File: src/rtl/hazard_pkg.sv
// Shared hazard-control definitions: FSM state codes, pipeline control vector
// constants and the load-use detection helper used by the hazard unit.
package hazard_pkg;

    localparam logic [1:0] ST_RUN      = 2'd0;
    localparam logic [1:0] ST_MEM_WAIT = 2'd1;
    localparam logic [1:0] ST_ERROR    = 2'd2;

    typedef struct packed {
        logic pc_write;
        logic if_id_write;
        logic if_id_flush;
        logic id_ex_bubble;
        logic ex_mem_write;
        logic mem_wb_bubble;
    } ctrl_t;

    // NOP-control vector: every stage register loads a bubble and nothing advances.
    localparam ctrl_t CTRL_NOP      = '{1'b0, 1'b0, 1'b1, 1'b1, 1'b0, 1'b1};
    localparam ctrl_t CTRL_HOLD     = '{1'b0, 1'b0, 1'b0, 1'b0, 1'b0, 1'b1};
    localparam ctrl_t CTRL_FLUSH    = '{1'b1, 1'b1, 1'b1, 1'b1, 1'b1, 1'b0};
    localparam ctrl_t CTRL_LOAD_USE = '{1'b0, 1'b0, 1'b0, 1'b1, 1'b1, 1'b0};
    localparam ctrl_t CTRL_ADVANCE  = '{1'b1, 1'b1, 1'b0, 1'b0, 1'b1, 1'b0};

    function automatic logic load_use_hit(
        input logic       mem_read,
        input logic [4:0] rd,
        input logic [4:0] rs1,
        input logic [4:0] rs2,
        input logic       uses_rs1,
        input logic       uses_rs2
    );
        return mem_read && (rd != 5'd0) &&
               ((uses_rs1 && (rd == rs1)) || (uses_rs2 && (rd == rs2)));
    endfunction

endpackage

File: src/rtl/hazard_control_unit_if.sv
// Hazard-unit bundle: ID/EX/MEM hazard sources in, pipeline enables and
// performance counters out.
interface hazard_control_unit_if #(parameter int CNT_W = 32);
    logic [4:0]       IF_ID_Rs1;
    logic [4:0]       IF_ID_Rs2;
    logic             ID_uses_rs1;
    logic             ID_uses_rs2;
    logic             ID_EX_MemRead;
    logic [4:0]       ID_EX_RegisterRd;
    logic             branch_taken_EX;
    logic             dmem_req;
    logic             dmem_ready;
    logic             pc_write;
    logic             if_id_write;
    logic             if_id_flush;
    logic             id_ex_bubble;
    logic             ex_mem_write;
    logic             mem_wb_bubble;
    logic             mem_timeout;
    logic [CNT_W-1:0] stall_cycles;
    logic [CNT_W-1:0] flush_count;

    modport master (
        output IF_ID_Rs1, IF_ID_Rs2, ID_uses_rs1, ID_uses_rs2, ID_EX_MemRead,
               ID_EX_RegisterRd, branch_taken_EX, dmem_req, dmem_ready,
        input  pc_write, if_id_write, if_id_flush, id_ex_bubble, ex_mem_write,
               mem_wb_bubble, mem_timeout, stall_cycles, flush_count
    );

    modport slave (
        input  IF_ID_Rs1, IF_ID_Rs2, ID_uses_rs1, ID_uses_rs2, ID_EX_MemRead,
               ID_EX_RegisterRd, branch_taken_EX, dmem_req, dmem_ready,
        output pc_write, if_id_write, if_id_flush, id_ex_bubble, ex_mem_write,
               mem_wb_bubble, mem_timeout, stall_cycles, flush_count
    );
endinterface

File: src/rtl/hazard_control_unit_sat_counter.sv
// Saturating up-counter: sticks at all-ones instead of wrapping.
module sat_counter #(
    parameter int CNT_W = 32
) (
    input  logic             clk,
    input  logic             rst,
    input  logic             inc,
    output logic [CNT_W-1:0] q
);

    logic [CNT_W-1:0] q_q;

    // Count register, frozen once it reaches all-ones.
    always_ff @(posedge clk or posedge rst) begin
        if (rst) begin
            q_q <= {CNT_W{1'b0}};
        end else if (inc && (q_q != {CNT_W{1'b1}})) begin
            q_q <= q_q + CNT_W'(1);
        end
    end

    assign q = q_q;

endmodule

File: src/rtl/hazard_control_unit.sv
// Pipeline hazard controller: load-use stalls, branch flushes, data-memory wait
// FSM with sticky timeout, and saturating stall/flush counters.
module hazard_control_unit
    import hazard_pkg::*;
#(
    parameter int MEM_TIMEOUT = 16,
    parameter int CNT_W       = 32
) (
    input  logic                  clk,
    input  logic                  rst,
    hazard_control_unit_if.slave  hz
);

    localparam int WCW = $clog2(MEM_TIMEOUT + 1);

    logic [1:0]     state_q, state_d;
    logic [WCW-1:0] wait_cnt_q, wait_cnt_d;
    logic           mem_hold_s;
    logic           load_use_s;
    ctrl_t          ctrl_s;

    assign mem_hold_s = (state_q == ST_ERROR) || (hz.dmem_req && !hz.dmem_ready);
    assign load_use_s = load_use_hit(hz.ID_EX_MemRead, hz.ID_EX_RegisterRd,
                                     hz.IF_ID_Rs1, hz.IF_ID_Rs2,
                                     hz.ID_uses_rs1, hz.ID_uses_rs2);

    // Memory-wait FSM next state; leaving MEM_WAIT on any non-hold cycle.
    always_comb begin
        state_d    = state_q;
        wait_cnt_d = wait_cnt_q;
        case (state_q)
            ST_RUN: begin
                if (mem_hold_s) begin
                    state_d    = ST_MEM_WAIT;
                    wait_cnt_d = WCW'(1);
                end else begin
                    wait_cnt_d = {WCW{1'b0}};
                end
            end
            ST_MEM_WAIT: begin
                if (!mem_hold_s) begin
                    state_d    = ST_RUN;
                    wait_cnt_d = {WCW{1'b0}};
                end else if (wait_cnt_q == WCW'(MEM_TIMEOUT)) begin
                    state_d = ST_ERROR;
                end else begin
                    wait_cnt_d = wait_cnt_q + WCW'(1);
                end
            end
            ST_ERROR: begin
                state_d = ST_ERROR;
            end
            default: begin
                state_d    = ST_RUN;
                wait_cnt_d = {WCW{1'b0}};
            end
        endcase
    end

    // FSM state and wait counter registers.
    always_ff @(posedge clk or posedge rst) begin
        if (rst) begin
            state_q    <= ST_RUN;
            wait_cnt_q <= {WCW{1'b0}};
        end else begin
            state_q    <= state_d;
            wait_cnt_q <= wait_cnt_d;
        end
    end

    // Pipeline enables: reset > memory hold > branch > load-use > advance.
    always_comb begin
        if (rst) begin
            ctrl_s = CTRL_NOP;
        end else if (mem_hold_s) begin
            ctrl_s = CTRL_HOLD;
        end else if (hz.branch_taken_EX) begin
            ctrl_s = CTRL_FLUSH;
        end else if (load_use_s) begin
            ctrl_s = CTRL_LOAD_USE;
        end else begin
            ctrl_s = CTRL_ADVANCE;
        end
    end

    assign hz.pc_write      = ctrl_s.pc_write;
    assign hz.if_id_write   = ctrl_s.if_id_write;
    assign hz.if_id_flush   = ctrl_s.if_id_flush;
    assign hz.id_ex_bubble  = ctrl_s.id_ex_bubble;
    assign hz.ex_mem_write  = ctrl_s.ex_mem_write;
    assign hz.mem_wb_bubble = ctrl_s.mem_wb_bubble;
    assign hz.mem_timeout   = (state_q == ST_ERROR);

    sat_counter #(.CNT_W(CNT_W)) u_stall_cnt (
        .clk (clk),
        .rst (rst),
        .inc (!rst && !ctrl_s.pc_write),
        .q   (hz.stall_cycles)
    );

    // A branch frozen behind a memory hold is counted once, when it finally flushes.
    sat_counter #(.CNT_W(CNT_W)) u_flush_cnt (
        .clk (clk),
        .rst (rst),
        .inc (!rst && !mem_hold_s && hz.branch_taken_EX),
        .q   (hz.flush_count)
    );

endmodule

File: src/flat_wrapper.sv
// flat-port wrapper written by rule: the top's interface ports become plain ports
module hazard_control_unit_flat import hazard_pkg::*;
#(
    parameter int MEM_TIMEOUT = 16,
    parameter int CNT_W       = 32
)
  (clk, rst, hz_IF_ID_Rs1, hz_IF_ID_Rs2, hz_ID_uses_rs1, hz_ID_uses_rs2, hz_ID_EX_MemRead, hz_ID_EX_RegisterRd, hz_branch_taken_EX, hz_dmem_req, hz_dmem_ready, hz_pc_write, hz_if_id_write, hz_if_id_flush, hz_id_ex_bubble, hz_ex_mem_write, hz_mem_wb_bubble, hz_mem_timeout, hz_stall_cycles, hz_flush_count);
  hazard_control_unit_if #(.CNT_W(CNT_W)) hz_i ();
  input  logic clk;
  input  logic rst;
  input wire logic [$bits(hz_i.IF_ID_Rs1)-1:0] hz_IF_ID_Rs1;
  input wire logic [$bits(hz_i.IF_ID_Rs2)-1:0] hz_IF_ID_Rs2;
  input wire logic [$bits(hz_i.ID_uses_rs1)-1:0] hz_ID_uses_rs1;
  input wire logic [$bits(hz_i.ID_uses_rs2)-1:0] hz_ID_uses_rs2;
  input wire logic [$bits(hz_i.ID_EX_MemRead)-1:0] hz_ID_EX_MemRead;
  input wire logic [$bits(hz_i.ID_EX_RegisterRd)-1:0] hz_ID_EX_RegisterRd;
  input wire logic [$bits(hz_i.branch_taken_EX)-1:0] hz_branch_taken_EX;
  input wire logic [$bits(hz_i.dmem_req)-1:0] hz_dmem_req;
  input wire logic [$bits(hz_i.dmem_ready)-1:0] hz_dmem_ready;
  output wire logic [$bits(hz_i.pc_write)-1:0] hz_pc_write;
  output wire logic [$bits(hz_i.if_id_write)-1:0] hz_if_id_write;
  output wire logic [$bits(hz_i.if_id_flush)-1:0] hz_if_id_flush;
  output wire logic [$bits(hz_i.id_ex_bubble)-1:0] hz_id_ex_bubble;
  output wire logic [$bits(hz_i.ex_mem_write)-1:0] hz_ex_mem_write;
  output wire logic [$bits(hz_i.mem_wb_bubble)-1:0] hz_mem_wb_bubble;
  output wire logic [$bits(hz_i.mem_timeout)-1:0] hz_mem_timeout;
  output wire logic [$bits(hz_i.stall_cycles)-1:0] hz_stall_cycles;
  output wire logic [$bits(hz_i.flush_count)-1:0] hz_flush_count;
  assign hz_i.IF_ID_Rs1 = hz_IF_ID_Rs1;
  assign hz_i.IF_ID_Rs2 = hz_IF_ID_Rs2;
  assign hz_i.ID_uses_rs1 = hz_ID_uses_rs1;
  assign hz_i.ID_uses_rs2 = hz_ID_uses_rs2;
  assign hz_i.ID_EX_MemRead = hz_ID_EX_MemRead;
  assign hz_i.ID_EX_RegisterRd = hz_ID_EX_RegisterRd;
  assign hz_i.branch_taken_EX = hz_branch_taken_EX;
  assign hz_i.dmem_req = hz_dmem_req;
  assign hz_i.dmem_ready = hz_dmem_ready;
  assign hz_pc_write = hz_i.pc_write;
  assign hz_if_id_write = hz_i.if_id_write;
  assign hz_if_id_flush = hz_i.if_id_flush;
  assign hz_id_ex_bubble = hz_i.id_ex_bubble;
  assign hz_ex_mem_write = hz_i.ex_mem_write;
  assign hz_mem_wb_bubble = hz_i.mem_wb_bubble;
  assign hz_mem_timeout = hz_i.mem_timeout;
  assign hz_stall_cycles = hz_i.stall_cycles;
  assign hz_flush_count = hz_i.flush_count;
  hazard_control_unit #(.MEM_TIMEOUT(MEM_TIMEOUT), .CNT_W(CNT_W)) u_core (.clk(clk), .rst(rst), .hz(hz_i));
endmodule
File: config.mk
export PLATFORM = sky130hd
export DESIGN_NAME = hazard_control_unit_flat
export DESIGN_NICKNAME = d
export VERILOG_FILES = /design/src/rtl/hazard_pkg.sv /design/src/rtl/hazard_control_unit_if.sv /design/src/rtl/hazard_control_unit_sat_counter.sv /design/src/rtl/hazard_control_unit.sv /design/src/flat_wrapper.sv
export SDC_FILE = /design/constraint.sdc
export NUM_CORES = 1
export LEC_CHECK = 0
export CAP_MARGIN = 20
export CORE_MARGIN = 3
export CORE_UTILIZATION = 42
export DETAILED_ROUTE_END_ITERATION = 8
export GPL_TIMING_DRIVEN = 1
export PLACE_DENSITY = 0.73
export RECOVER_POWER = 25
export SLEW_MARGIN = 20
export SYNTH_ARGS = -nofsm -noshare
export SYNTH_HDL_FRONTEND = slang
export SYNTH_SLANG_ARGS = --single-unit
File: constraint.sdc
create_clock -name clk -period 6.93 [get_ports clk]
set_input_delay 1.386 -clock clk [delete_from_list [all_inputs] [get_ports clk]]
set_output_delay 1.386 -clock clk [all_outputs]
set_load 0.01 [all_outputs]
==> key figures, run 1 <==
Run status
  – Run status: complete, no violations

Synthesis
  – Avg Cell Area, Syn: 9.94 µm²
  – Post-Syn Area: 3630 µm²
  – Area leader, netlist: dfrtp_1
  – Post-synth top flop: dfrtp_1
  – Synthesized Nets: 392
  – Register area share after synthesis: 49.0%
  – Post-synth EDFFs: 0
  – Ys Warns: 0
  – Cell variety after synth: 37
  – Synth top area share: 49.0%
  – Syn Inst Count: 365
  – Ys async rst share: 100%
  – Flops & latches, synth: 71
  – Area contributors post-synth: dfrtp_1 (49%), xor2_1 (9.9%), xnor2_1 (7.5%), nand3_1 (3.4%), nor2_1 (3.3%)

Floorplan
  – Chip height: 98.9 µm
  – Die width: 98.9 µm
  – Rows: 33
  – Io pins: 94
  – Core Area: 8300 µm²
  – Initial Util: 43.7%
  – DIE AREA: 9790 µm²

STA
  – Period utilization: 70.9%
  – TNS Setup: 0 ps
  – Clock skew: 7.95 ps
  – Unrepaired setup endpoints after global routing: no
  – Clock period minus worst slack: 4910 ps
  – Slew @ Worst Pin: 910 ps
  – Fmax achieved: 204 MHz
  – Final Setup Violations: 0
  – Final hold viol count: 0
  – Rel. slew slack: 39.3%
  – Fin. max-slew vios: 0

Setup path
  – Most used cell, CP: clkdlybuf4s50_1
  – Critical path type: in -> out
  – WP buf/inv: 2
  – Crit path DAT: 3530 ps
  – Crit path required time: 5540 ps
  – Setup crit end kind: output port
  – Crit Path Max Fanout: 3
  – Slowest CP cell: clkdlybuf4s50_1
  – Startpoint Class: input pin
  – Worst setup startpoint: hz_ID_EX_RegisterRd[0]
  – CP peak stage delay: 560 ps
  – Reg2reg start: u_core.u_stall_cnt.q[0]
  – Worst path top cell family by delay: buffers and inverters
  – Worst path cell trace: clkdlybuf4s50_1 -> or4_1 -> o21ai_0 -> nand2b_1 -> o21a_1 -> clkdlybuf4s50_1

Global routing
  – Initial antenna violation count: 0
  – GRT overflow: 0
  – Pin count of the biggest net entering global routing: 74
  – Number of global-route vias before repair: 3016
  – Global-route wire length before repair: 14.5 mm
  – Total Routing Usage GR: 18.3%

Placement
  – Post-DP Area: 4670 µm²
  – DP HPWL: 6.30 mm
  – Port Buffers: 93
  – # placed instances: 561
  – Final Wtd Congestion: 0.785

Clock tree
  – Num CTS Buffers: 9
  – CTS Sinks: 71
  – Max clock buf depth: 2
  – Hold Buf Count CTS: 0
  – Post-CTS setup buffers: 0
  – H-tree levels: 3
  – Clock root buffer: clkbuf_8
  – Clk pin slew, worst setup/hold paths: 70 ps
  – CTS tree: done
  – CTS resizes: 0
  – Clk_lat worst skew: 350 ps

Detailed routing
  – # DRC: 0
  – Vias per inst: 5.25
  – Max Used Layer: met4
  – WL met2: 4.01 mm
  – Met1 wire length: 3.92 mm
  – Post-DRT Antenna Nets: 0
  – Final wirelength: 8.49 mm
  – Routed len/inst: 14.7 µm
  – Vias post-DR: 3027
  – Initial DRC count: 108
  – 1st-pass router iterations: 4
  – Detail Route met3 WL: 457 µm

Finish
  – Finished Layout Cells: 577
  – Layout Nets: 494
  – Fillers: 717
  – Antenna cells: 0
  – Design area: 4910 µm²
  – Fraction of layout cells with a size suffix above 1: 4.66%
  – Area growth syn-to-layout: 35.4%

Power and ir drop
  – Peak supply drop: 0.000172 V
  – Power Density: 207 nW/µm²
  – Lkg Pwr: 2.20 nW

Run
  – Max_cap viols: 0

Min path
  – Hold_sp: u_core.u_stall_cnt.q[23]
  – Worst min path class: reg -> reg
-- per-stage QoR --
step / utilization (%) / total power [mW] / worst slack [ps] / hold WS (ps)
3_5_place_dp: 56.2 / 0.633 / 2040 / 482
4_1_cts: 59.2 / 1.03 / 2040 / 496
2_1_floorplan: - / 0.546 / 1640 / 445
3_3_place_gp: 56.2 / 0.629 / 2100 / 474
6_report: 59.2 / 1.02 / 2020 / 499
5_1_grt: 59.2 / 1.07 / 1940 / 509
-- cells by family (layout without fill, tap and decap cells) --
| group | after synthesis | count (layout) | share of synthesized area [%] |
|---|---|---|---|
| muxes | 2 | 2 | 0.621 |
| adders and majority gates | 4 | 4 | 1.38 |
| AOI/OAI and AO/OA | 24 | 24 | 4.10 |
| xor gates and xnor gates | 72 | 72 | 17.4 |
| and+or+nand+nor | 168 | 168 | 24.5 |
| buffers and inverters | 24 | 131 | 3.00 |
| DFF | 71 | 71 | 49.0 |
-- state kept, by name, summed over array words and instances, names as in the netlist --
name,count
u_core.state_q,2
u_core.u_flush_cnt.q,32
u_core.wait_cnt_q,5
u_core.u_stall_cnt.q,32
-- layout by cell type (no fill, tap or decap), drive strengths merged, types with 2 or more instances in the layout --
master,netlist,layout
and4,4,4
and3,8,8
ha,4,4
o21ai,10,10
nor4,17,17
nand3,26,26
o31ai,2,2
dlygate4sd3,0,2
inv,21,20
nand4,17,17
or4,4,4
bufinv,0,2
a21oi,4,4
nor2,32,32
nand2b,5,5
nor3,19,19
nand4b,2,2
mux2,2,2
clkdlybuf4s50,0,91
nand2,31,31
xor2,41,41
clkbuf,0,14
dfrtp,71,71
o22ai,3,3
xnor2,31,31
-- path summary, 6_finish.rpt --
kind / end / slack, ps / cells after the start
worst max register to register: u_core.u_stall_cnt.q[1] / 4290 / 6
worst max-delay path: hz_if_id_write / 2020 / 6
worst min register to register: u_core.u_stall_cnt.q[23] / 500 / 1
max in group asynchronous: u_core.u_stall_cnt.q[0] / 4480 / 3
worst min-delay path: u_core.u_stall_cnt.q[23] / 500 / 1
min in group asynchronous: u_core.u_stall_cnt.q[27] / 1860 / 3
-- layout make-up --
type / instances / area (µm²) / share of cell area, %
repair buffers: 94 / 938 / 19.1
well taps: 105 / 131 / 2.68
flip-flops and latches: 71 / 1780 / 36.2
multi-input cells: 270 / 1740 / 35.5
inverters: 21 / 78.8 / 1.61
clock inverters: 2 / 60.1 / 1.22
clock buffers: 14 / 183 / 3.72
-- where the power goes --
group          switching (mW)  internal, mW  total (mW)  leakage (nW)
Sequential             0.0358         0.439       0.474         0.919
Combinational          0.0641        0.0844       0.148          1.16
Clock                   0.152         0.242       0.395         0.123
Total                   0.252         0.765        1.02          2.20
-- routing by layer --
metal | track usage, % | vias to the layer above
met5 | 0 | -
met4 | 4.83 | 0
met3 | 5.94 | 13
met2 | 28.7 | 72
met1 | 24.5 | 1461
li1 | - | 1481
-- synthesized netlist by cell type (all sizes together), types with 2 or more instances --
master	number
dfrtp	71
xor2	41
nor2	32
nand2	31
xnor2	31
nand3	26
inv	21
nor3	19
nand4	17
nor4	17
o21ai	10
and3	8
nand2b	5
a21oi	4
and4	4
ha	4
or4	4
buf	3
o22ai	3
mux2	2
nand4b	2
o31ai	2
Power figures use the tool's default switching activity.
==> run 2: changes to the inputs <==
==> constraint.sdc (replaced) <==
create_clock -name clk -period 5 [get_ports clk]
set_input_delay 1 -clock clk [delete_from_list [all_inputs] [get_ports clk]]
set_output_delay 1 -clock clk [all_outputs]
set_load 0.01 [all_outputs]
==> run 2 against run 1 <==
The flow now finishes with violations (max-capacitance violations, max-slew violations). Register-to-register slack got worse by 1900 ps. Core utilization fell by 1.1 points. Non-clock buffer count grew 1. Critical path depth stayed put. Via count decreased by 0.17%. Hold slack worse by 3.0 ps. Cell count down 0.35%. Worst setup slack worse by 1100 ps. Sequential power up 39%. Clock power shrank 4%. Clock skew grew 2.3 ps. First-iteration DRC count decreased by 28%.
==> key figures, run 2 (synthesis results as in run 1) <==
Detailed routing
  – Final wirelength: 8.40 mm
  – Routed len/inst: 14.6 µm
  – Initial DRC count: 78
  – Vias post-DR: 3022
  – Vias per inst: 5.26
  – # DRC: 0
  – 1st-pass router iterations: 4
  – Post-DRT Antenna Nets: 0

Global routing
  – Initial antenna violation count: 0
  – Grt peak-use layer: met2
  – Met2 GRT Util: 30.3%
  – Total Routing Usage GR: 18.3%
  – Global-route wire length before repair: 14.8 mm
  – GRT met1 Usage: 24.1%
  – Number of global-route vias before repair: 3057
  – Pin count of the biggest net entering global routing: 38
  – GR Util met3: 4.32%
  – GRT overflow: 0

Power and ir drop
  – Peak supply drop: 0.000190 V
  – Internal Power: 0.909 mW
  – Net Sw Frac: 27.0%
  – Register share of total power: 52.8%
  – Part of the power in the clock network: 30.6%
  – Comb power frac: 16.7%
  – Switching Power: 0.336 mW
  – Power Density: 258 nW/µm²
  – Lkg Pwr: 2.16 nW

Floorplan
  – Core Area: 8300 µm²
  – Initial Util: 43.7%
  – DIE AREA: 9790 µm²
  – Rows: 33
  – Io pins: 94
  – Die width: 98.9 µm
  – Chip height: 98.9 µm

Clock tree
  – Post-CTS setup buffers: 0
  – Hold Buf Count CTS: 0
  – H-tree levels: 3
  – CTS tree: done
  – Max clock buf depth: 2
  – CTS Sinks: 71
  – Clock root buffer: clkbuf_8
  – CTS resizes: 0
  – Num CTS Buffers: 9
  – Clk pin slew, worst setup/hold paths: 70 ps
  – Clk_lat worst skew: 340 ps

STA
  – Final Setup Violations: 0
  – Clock period minus worst slack: 4110 ps
  – Clock skew: 10.3 ps
  – Slew @ Worst Pin: 1940 ps
  – Fmax achieved: 243 MHz
  – Unrepaired setup endpoints after global routing: no
  – Fin. max-slew vios: 38
  – Final hold viol count: 0
  – Rel. slew slack: -29.4%
  – TNS Setup: 0 ps
  – Period utilization: 82.2%

Finish
  – Multi-input logic area: 1740 µm²
  – Layout Nets: 495
  – Commonest non-fill, non-tap cell in the layout: clkdlybuf4s50_1
  – Sequential cell area: 1780 µm²
  – Fillers: 724
  – Area growth syn-to-layout: 32.9%
  – Fraction of layout cells with a size suffix above 1: 4.04%
  – Most frequent cells in the layout: clkdlybuf4s50_1 (91), dfrtp_1 (71), xor2_1 (41)
  – Finished Layout Cells: 575
  – Antenna cells: 0

Setup path
  – Crit Path Max Fanout: 3
  – Crit path DAT: 3110 ps
  – Setup crit end kind: output port
  – Reg2reg start: u_core.state_q[0]
  – Worst setup startpoint: hz_ID_EX_RegisterRd[0]
  – Startpoint Class: input pin
  – Worst reg2reg path depth: 7
  – Critical path type: in -> out
  – Crit path required time: 4000 ps

Run status
  – Run status: finished, violations left
  – Violated checks: max-capacitance violations, max-slew violations

Min path
  – Worst min path class: reg -> reg
  – Hold path depth: 1
  – Hold_sp: u_core.u_flush_cnt.q[15]

Run
  – Max_cap viols: 1

Placement
  – # placed instances: 562
  – Final Wtd Congestion: 0.794
  – DP HPWL: 6.48 mm
  – Port Buffers: 93
[run 2: cell types whose count changed in the layout (fill, tap and decap cells not counted)]
cell	before	now
clkinv_1	1	0
clkbuf_1	1	2
inv_1	20	21
clkbuf_8	13	10
bufinv_16	2	0
clkinv_2	0	2
[run 2: final cells by class]
cell class                      count  share of cell area (%)
Clock inverter                      2                   0.208
Inverter                           21                    1.63
Multi-Input combinational cell    270                    36.1
Sequential cell                    71                    36.8
Timing Repair Buffer               95                    19.5
Clock buffer                       11                    2.93
Tap cell                          105                    2.72
[run 2: through the flow]
stage	util (%)	hold WS [ps]	instance area (µm²)	power (mW)	setup slack, ps
2_1_floorplan	-	445	3630	0.757	478
3_3_place_gp	56.3	468	4670	0.873	953
3_5_place_dp	56.3	483	4670	0.878	888
4_1_cts	58.1	495	4830	1.27	881
5_1_grt	58.1	525	4820	1.31	710
6_report	58.1	496	4820	1.24	891
[run 2: power groups by stage]
stage | registers, mW | logic [mW] | clock network, mW
floorplan | 0.673 | 0.0840 | 0
global placement | 0.667 | 0.206 | 0
detailed placement | 0.668 | 0.211 | 0
CTS | 0.657 | 0.213 | 0.395
global route | 0.665 | 0.231 | 0.418
finish | 0.657 | 0.207 | 0.381
[run 2: path summary, 6_finish.rpt]
kind	end	slack, ps
worst min-delay path	u_core.u_flush_cnt.q[15]	500
min in group asynchronous	u_core.wait_cnt_q[4]	1280
worst max-delay path	hz_if_id_write	890
max in group asynchronous	u_core.u_stall_cnt.q[20]	1470
worst min register to register	u_core.u_flush_cnt.q[15]	500
worst max register to register	u_core.u_stall_cnt.q[27]	2360
[run 2: critical path: stages]
cell             delay, ps
clkdlybuf4s50_1        470
or4_1                  530
o21ai_0                260
nand2b_1               190
o21a_1                 130
clkdlybuf4s50_1        530
[run 2: per-layer routing]
| layer | wire (µm) | vias to the layer above |
|---|---|---|
| met5 | 0 | - |
| li1 | - | 1481 |
| met3 | 375 | 6 |
| met2 | 4110 | 65 |
| met1 | 3850 | 1470 |
| met4 | 70 | 0 |
==> run 3: changes to the inputs <==
==> constraint.sdc (replaced) <==
create_clock -name clk -period 4 [get_ports clk]
set_input_delay 0.8 -clock clk [delete_from_list [all_inputs] [get_ports clk]]
set_output_delay 0.8 -clock clk [all_outputs]
set_load 0.01 [all_outputs]
==> run 3 against run 2 <==
The flow now finishes without violations. Largest cell class unchanged. First-iteration DRC count up 73%. Highest routed layer unchanged. Register-to-register slack got worse by 1000 ps. Critical path type unchanged. Core utilization rose by 0.54 points.
==> key figures, run 3 (synthesis results as in run 1) <==
Setup path
  – Crit Path Max Fanout: 3
  – Reg2reg end: u_core.u_stall_cnt.q[1]
  – Reg2reg start: u_core.u_stall_cnt.q[0]
  – Crit path required time: 3200 ps
  – Critical path type: in -> out
  – R2R setup slack: 1350 ps
  – Setup crit end: hz_pc_write
  – Crit path DAT: 2850 ps
  – Most used cell, CP: clkdlybuf4s50_1
  – Startpoint Class: input pin
  – CP peak stage delay: 550 ps
  – Worst path cell trace: clkdlybuf4s50_1 -> or4_1 -> o21ai_0 -> nand2b_1 -> o21a_1 -> clkdlybuf4s50_1
  – Worst reg2reg path depth: 6
  – Worst setup startpoint: hz_ID_EX_RegisterRd[0]
  – Setup crit end kind: output port
  – Slowest CP cell: or4_1

Clock tree
  – Clk_lat worst skew: 330 ps
  – CTS tree: done
  – Post-CTS setup buffers: 0
  – H-tree levels: 3
  – CTS Sinks: 71
  – Clk pin slew, worst setup/hold paths: 70 ps
  – CTS resizes: 0
  – Num CTS Buffers: 9
  – Clock root buffer: clkbuf_8
  – Max clock buf depth: 2
  – Hold Buf Count CTS: 0

Floorplan
  – DIE AREA: 9790 µm²
  – Chip height: 98.9 µm
  – Die width: 98.9 µm
  – Io pins: 94
  – Core Area: 8300 µm²
  – Initial Util: 43.7%
  – Rows: 33

Finish
  – Area growth syn-to-layout: 34.2%
  – Commonest non-fill, non-tap cell in the layout: clkdlybuf4s50_1
  – Core Util, Final: 58.6%
  – Layout Nets: 495
  – Finished Layout Cells: 578
  – Design area: 4870 µm²
  – Fraction of layout cells with a size suffix above 1: 4.65%
  – Antenna cells: 0
  – Most frequent cells in the layout: clkdlybuf4s50_1 (87), dfrtp_1 (71), xor2_1 (41)

Run
  – Max_cap viols: 0

STA
  – Unrepaired setup endpoints after global routing: no
  – Period utilization: 91.4%
  – Fin. max-slew vios: 0
  – Setup ws final: 345 ps
  – Final hold viol count: 0
  – TNS Setup: 0 ps
  – Clock period minus worst slack: 3650 ps
  – Slew @ Worst Pin: 1100 ps
  – Fmax achieved: 274 MHz
  – Final Setup Violations: 0
  – Fin Hold WS: 493 ps
  – Rel. slew slack: 26.6%
  – Clock skew: 7.55 ps

Min path
  – Worst min path class: reg -> reg

Global routing
  – Global-route wire length before repair: 14.2 mm
  – Initial antenna violation count: 0
  – Number of global-route vias before repair: 2955
  – Total Routing Usage GR: 17.6%
  – GRT overflow: 0
  – Pin count of the biggest net entering global routing: 46

Placement
  – DP HPWL: 6.23 mm
  – Post-DP Area: 4680 µm²
  – Port Buffers: 93
  – Final Wtd Congestion: 0.771
  – Place WS: 360 ps
  – # placed instances: 562

Detailed routing
  – Post-DRT Antenna Nets: 0
  – # DRC: 0
  – Final wirelength: 8.28 mm
  – Vias post-DR: 3027
  – Routed len/inst: 14.3 µm
  – Initial DRC count: 135
  – 1st-pass router iterations: 4
  – Vias per inst: 5.24

Power and ir drop
  – Total power: 1.63 mW
  – Peak supply drop: 0.000376 V
  – Power Density: 336 nW/µm²
  – Lkg Pwr: 2.16 nW

Run status
  – Run status: complete, no violations
## run 3: cell types whose count changed in the layout (fill, tap and decap cells not counted), sizes merged
| cell | before | now |
|---|---|---|
| bufinv | 0 | 1 |
| inv | 21 | 20 |
| dlygate4sd3 | 2 | 6 |
| clkbuf | 12 | 14 |
| clkdlybuf4s50 | 91 | 87 |
| clkinv | 2 | 1 |
| clkinvlp | 0 | 2 |
## run 3: metal layers
metal  wire, µm  global-route usage (%)  vias up
met3        446                    5.31        2
met5          0                       0        -
met2       4000                    27.8       82
met4         19                    3.26        0
li1           -                       -     1474
met1       3810                    24.2     1469
## run 3: worst max-delay path: cells and delay by family
kind / cells / cell delay, ps
simple gates: 2 / 710
compound gates: 2 / 350
buf+inv: 2 / 1000
## run 3: power breakdown
part	leakage [nW]	total (mW)	switching (mW)	internal [mW]
sequential	0.919	0.823	0.0627	0.760
clock	0.0936	0.553	0.248	0.305
combinational	1.15	0.258	0.111	0.147
## run 3: worst min-delay path by stage
stage | from | to | cells after the start
after CTS | u_core.wait_cnt_q[4] | u_core.wait_cnt_q[4] | 1
after detailed placement | u_core.wait_cnt_q[4] | u_core.wait_cnt_q[4] | 1
after global routing | u_core.wait_cnt_q[4] | u_core.wait_cnt_q[4] | 1
after floorplan | u_core.wait_cnt_q[4] | u_core.wait_cnt_q[4] | 1
final | u_core.u_flush_cnt.q[15] | u_core.u_flush_cnt.q[15] | 1
after global placement | u_core.wait_cnt_q[4] | u_core.wait_cnt_q[4] | 1
## run 3: layout make-up
cell class / count / area [µm²]
sequential: 71 / 1780
clock inverter: 3 / 42.5
clock buffer: 13 / 149
tap: 105 / 131
fill: 719 / 3430
inverter: 21 / 82.6
timing repair buffer: 95 / 943
multi-input combinational: 270 / 1740
